<file path="src/rtl/draw_rect_ctl.sv">
// Per-frame rectangle position controller: follows the mouse, then on a click drops
// the rectangle under gravity with damped floor bounces. Position steps once per vsync rising edge.
module draw_rect_ctl #(
  parameter int unsigned RECT_H  = 48,
  parameter int unsigned FLOOR_Y = 599,
  parameter int unsigned GRAVITY = 1,
  parameter int unsigned VMAX    = 31,
  parameter int unsigned VMIN    = 3
) (
  input  logic        clk,
  input  logic        rst,
  input  logic        vsync_in,
  input  logic        mouse_left,
  input  logic [10:0] mouse_xpos,
  input  logic [10:0] mouse_ypos,
  output logic [10:0] xpos_out,
  output logic [10:0] ypos_out,
  output logic [1:0]  state_out
);

  localparam int unsigned POS_W = 11;
  localparam int unsigned VEL_W = 6;
  localparam int unsigned YMAX  = FLOOR_Y + 1 - RECT_H;

  typedef enum logic [1:0] {
    FOLLOW = 2'd0,
    FALL   = 2'd1,
    RISE   = 2'd2,
    LANDED = 2'd3
  } state_t;

  state_t             r_state;
  logic [POS_W-1:0]   r_xpos;
  logic [POS_W-1:0]   r_ypos;
  logic [VEL_W-1:0]   r_v;
  logic               r_vsync_d;
  logic               r_left_d;

  state_t             w_state_nx;
  logic [POS_W-1:0]   w_xpos_nx;
  logic [POS_W-1:0]   w_ypos_nx;
  logic [VEL_W-1:0]   w_v_nx;

  logic               w_tick;
  logic               w_click;
  logic [VEL_W:0]     w_vsum;
  logic [VEL_W-1:0]   w_vn;
  logic [POS_W:0]     w_yt;
  logic [VEL_W-1:0]   w_vb;
  logic [POS_W-1:0]   w_mouse_y_clamped;

  assign w_tick  = vsync_in & ~r_vsync_d;
  assign w_click = mouse_left & ~r_left_d;

  // Falling-step arithmetic: saturated velocity, 12-bit trial position, damped bounce speed
  assign w_vsum = {1'b0, r_v} + (VEL_W+1)'(GRAVITY);
  assign w_vn   = (w_vsum > (VEL_W+1)'(VMAX)) ? VEL_W'(VMAX) : w_vsum[VEL_W-1:0];
  assign w_yt   = {1'b0, r_ypos} + (POS_W+1)'(w_vn);
  assign w_vb   = w_vn - (w_vn >> 2);

  assign w_mouse_y_clamped = (mouse_ypos > POS_W'(YMAX)) ? POS_W'(YMAX) : mouse_ypos;

  always_ff @(posedge clk) begin
    if (rst) begin
      r_state   <= FOLLOW;
      r_xpos    <= '0;
      r_ypos    <= '0;
      r_v       <= '0;
      r_vsync_d <= 1'b1;
      r_left_d  <= 1'b1;
    end else begin
      r_state   <= w_state_nx;
      r_xpos    <= w_xpos_nx;
      r_ypos    <= w_ypos_nx;
      r_v       <= w_v_nx;
      r_vsync_d <= vsync_in;
      r_left_d  <= mouse_left;
    end
  end

  always_comb begin
    w_state_nx = r_state;
    w_xpos_nx  = r_xpos;
    w_ypos_nx  = r_ypos;
    w_v_nx     = r_v;
    case (r_state)
      FOLLOW: begin
        w_xpos_nx = mouse_xpos;
        w_ypos_nx = w_mouse_y_clamped;
        w_v_nx    = '0;
        if (w_click) w_state_nx = FALL;
      end
      FALL: begin
        if (w_tick) begin
          if (w_yt >= (POS_W+1)'(YMAX)) begin
            w_ypos_nx = POS_W'(YMAX);
            if (w_vb < VEL_W'(VMIN)) begin
              w_v_nx     = '0;
              w_state_nx = LANDED;
            end else begin
              w_v_nx     = w_vb;
              w_state_nx = RISE;
            end
          end else begin
            w_ypos_nx = w_yt[POS_W-1:0];
            w_v_nx    = w_vn;
          end
        end
      end
      RISE: begin
        if (w_tick) begin
          // Ceiling: remaining upward speed would carry the sprite above line 0
          if (POS_W'(r_v) > r_ypos) begin
            w_ypos_nx  = '0;
            w_v_nx     = '0;
            w_state_nx = FALL;
          end else begin
            w_ypos_nx = r_ypos - POS_W'(r_v);
            if (r_v <= VEL_W'(GRAVITY)) begin
              w_v_nx     = '0;
              w_state_nx = FALL;
            end else begin
              w_v_nx = r_v - VEL_W'(GRAVITY);
            end
          end
        end
      end
      LANDED: begin
        if (w_click) w_state_nx = FOLLOW;
      end
      default: w_state_nx = FOLLOW;
    endcase
  end

  assign xpos_out  = r_xpos;
  assign ypos_out  = r_ypos;
  assign state_out = r_state;

endmodule
</file>
<file path="config.mk">
export PLATFORM = sky130hd
export DESIGN_NAME = draw_rect_ctl
export DESIGN_NICKNAME = d
export VERILOG_FILES = /design/src/rtl/draw_rect_ctl.sv
export SDC_FILE = /design/constraint.sdc
export NUM_CORES = 1
export LEC_CHECK = 0
export ABC_AREA = 1
export CORE_MARGIN = 2
export CORE_UTILIZATION = 45
export DETAILED_ROUTE_END_ITERATION = 10
export PLACE_DENSITY = 0.65
export SLEW_MARGIN = 20
export SYNTH_ARGS = -nofsm -noshare
export SYNTH_HDL_FRONTEND = slang
export SYNTH_SLANG_ARGS = --single-unit
</file>
<file path="constraint.sdc">
create_clock -name clk -period 4.4 [get_ports clk]
set_clock_uncertainty 0.15 [all_clocks]
set_input_delay 0.88 -clock clk [delete_from_list [all_inputs] [get_ports clk]]
set_output_delay 0.88 -clock clk [all_outputs]
set_load 0.005 [all_outputs]
</file>
==> results of run 1 <==
==> power by group <==
part	switching (W)	internal, W
sequential	0.0000773	0.000372
clock	0.000136	0.000112
combinational	0.000629	0.000439
total	0.000842	0.000923
==> synthesized netlist by cell type, drive strengths merged, types with 2 or more instances <==
| cell | instances |
|---|---|
| conb | 2 |
| nor3 | 2 |
| nor2 | 53 |
| nand2 | 141 |
| ha | 26 |
| clkbuf | 8 |
| nand4 | 12 |
| a21oi | 42 |
| xnor2 | 2 |
| nand3 | 37 |
| xor2 | 9 |
| fa | 3 |
| inv | 62 |
| buf | 6 |
| a31oi | 3 |
| o21ai | 28 |
| dfxtp | 32 |
| nand3b | 4 |
==> final cells by class <==
class                      instances  area share
multi-input combinational        371       0.569
clock buffer                       5      0.0191
timing repair buffer              49       0.136
sequential                        32       0.178
inverter                          62      0.0645
tap                               77      0.0267
clock inverter                     3     0.00659
==> cells by family after synthesis <==
| kind of cell | Yosys count | synth area share |
|---|---|---|
| buffers and inverters | 76 | 0.102 |
| multiplexers | 1 | 0.00334 |
| other | 2 | 0.00250 |
| flip-flops | 32 | 0.214 |
| AO/OA/AOI/OAI | 78 | 0.148 |
| adder cells (fa/ha/maj) | 29 | 0.128 |
| AND/OR/NAND/NOR | 250 | 0.367 |
| XOR/XNOR | 11 | 0.0346 |
==> metrics by stage <==
| stage | setup WS [ns] | std cells | hold slack [ns] | util | total power, W |
|---|---|---|---|---|---|
| 4_1_cts | 0.326 | 599 | 0.362 | 0.565 | 0.00177 |
| 3_5_place_dp | 0.345 | 591 | 0.343 | 0.550 | 0.00152 |
| 5_1_grt | 0.0891 | 599 | 0.383 | 0.565 | 0.00193 |
| 2_1_floorplan | 0.924 | 479 | 0.309 | - | 0.00115 |
| 3_3_place_gp | 0.416 | 591 | 0.329 | 0.550 | 0.00152 |
| 6_report | 0.463 | 599 | 0.355 | 0.565 | 0.00177 |
==> metal layers <==
layer  global-route usage  share of wire  up-vias
met1                0.320           0.47     1396
met4               0.0548          0.012        0
met3               0.0346          0.033        9
li1                     -              -     1625
met5                    0              0        -
met2                0.416           0.48       53
==> how the worst min path moves through the flow <==
stage / startpoint / end / slack [ns] / depth (start not counted)
2_1_floorplan: r_v[5] / r_v[5] / 0.31 / 2
3_3_place_gp: xpos_out[3] / xpos_out[3] / 0.33 / 2
3_5_place_dp: xpos_out[0] / xpos_out[0] / 0.34 / 2
4_1_cts: xpos_out[7] / xpos_out[7] / 0.36 / 2
5_1_grt: xpos_out[5] / xpos_out[5] / 0.38 / 2
6_report: xpos_out[8] / xpos_out[8] / 0.36 / 2
==> worst max-delay path, cell delays in order, from the launching register on <==
cell,delay [ns]
dfxtp_2,0.42
inv_1,0.14
ha_1,0.35
nand2_1,0.06
nor2_1,0.10
nand3_1,0.11
nand3_1,0.10
nand2_1,0.09
nand2_1,0.13
ha_1,0.22
inv_1,0.07
fa_1,0.41
inv_1,0.11
nand3_1,0.11
nand2_2,0.12
nand2_2,0.08
a21oi_4,0.19
nor2_2,0.07
a21oi_4,0.21
nand2_2,0.15
o21ai_0,0.21
nand2_1,0.08
nand2_1,0.06
a21oi_1,0.06
==> sequential cells by signal (all words and copies together) (netlist names) <==
name	flops
r_v	6
xpos_out	11
r_vsync_d	1
r_left_d	1
ypos_out	11
state_out	2
==> what timing repair did <==
item	in CTS	in global routing
hold endpoints to repair	0	0
endpoints found under the setup margin	0	6
gates resized for setup	0	2
==> impl_results.md, run 1 <==
- CP max FO: 10
- RSZ-0062 raised after global routing: no
- Final Cell Area: 3610 sq um
- Critical path type: reg2reg
- Max Fclk: 254 MHz
- Minimum clock period: 3.94 ns
- Post-Syn Instances: 479
- Vias/cell: 5.15
- DRT Pass-1 Iters: 4
- Final setup violating endpoints: 0
- Final hold violation count: 0
- Most used DFF post-synth: dfxtp_1
- Drt drc: 0
- WP data required: 4.40 ns
- Register area: 643 sq um
- Die Y-Extent: 85.7 um
- Area of the multi-input gates: 2050 sq um
- Root Buffer: clkbuf_8
- IO Pins: 50
- Min-Delay Path Class: reg2reg
- Final RePlAce weighted congestion: 0.897
- Post-CTS Setup Repair Bufs: 0
- MaxCap Viol Count: 0
- Mapped Nets: 534
- Initial antenna violation count: 0
- CTS Sinks: 32
- Flop2flop setup slack: 0.46 ns
- Number of diodes: 0
- CTS tree: built
- Number of flops mapped to enable cells by yosys: 0
- First-pass GRT wire length: 14200 um
- Clock Tree Buf Depth: 2
- Layout cells sized above 1: 0.0747
- Critical path endpoint category: register
- Most frequent cells in the layout: nand2_1 (133), inv_1 (57), clkdlybuf4s50_1 (49)
- First DRT Iteration DRCs: 162
- Yosys top cell by area: dfxtp_1
- R2R depth: 23
- Fraction of registers with async set/reset: 0
- CP startpoint kind: register
- Register area share after synthesis: 0.214
- Largest net degree at the start of global routing: 25
- Clk slew on worst S/H paths: 0.08 ns
- CP Launch Point: r_v[0]
- Final Max Tran Viols: 0
- Hpwl dp: 6730 um
- Placed cell areas: 3510 sq um
- Seq cells post-synth: 32
- Vias post-DR: 3083
- Reg2reg end: ypos_out[9]
- Layout fillers: 673
- Cts hold-fix bufs: 0
- H-tree depth: 2
- Port Buf Inserts: 49
- Setup Total Neg Slack: 0 ns
- Antenna-violating nets left: 0
- Synth Cell Area: 3000 sq um
- Most common cell after layout, fill and taps aside: nand2_1
- Num CTS Buffers: 5
- Core Region: 6390 sq um
- Synth top area share: 0.214
- Cell variety after synth: 39
- Synth top area cells: dfxtp_1 (21%), nand2_1 (17%), ha_1 (11%), inv_1 (7.1%), a21oi_1 (6.0%)
- Vias in the first global route: 3014
- R2R Path Start: r_v[0]
- Final wirelength: 8440 um
- Fin nets: 576
- PD cells: 489 nW/um^2
- Initial Util: 0.470
- GRT Overall Usage: 0.241
- Syn-to-layout area delta: 20.3%
- Status: finished clean
- Critical Path Sink: ypos_out[9]
- Gr ovfl total: 0
- Clk_lat worst skew: 0.30 ns
- Leakage: 1.64 nW
- Final worst-path cycle share: 0.895
- Die area: 7340 sq um
- VDD IR max: 0.289 mV
- Least-Margin Pin Slew: 0.884 ns
- Mapped Avg Cell Area: 6.26 sq um
- Arrival time worst endpoint: 3.93 ns
- DR WL/cell: 14.1 um
- Slew HR: 0.409
- Yosys warnings: 0
- # rows: 29
- Die X: 85.7 um
Note: power is estimated with default switching activity, not from simulation.
==> inputs of run 2 (changes only) <==
--- a/config.mk
+++ b/config.mk
@@ -14,3 +14,4 @@
 export SYNTH_ARGS = -nofsm -noshare
 export SYNTH_HDL_FRONTEND = slang
 export SYNTH_SLANG_ARGS = --single-unit
+export TNS_END_PERCENT = 100
==> results of run 2 <==
The final DEF is identical to that of run 1; final timing and power are the same.
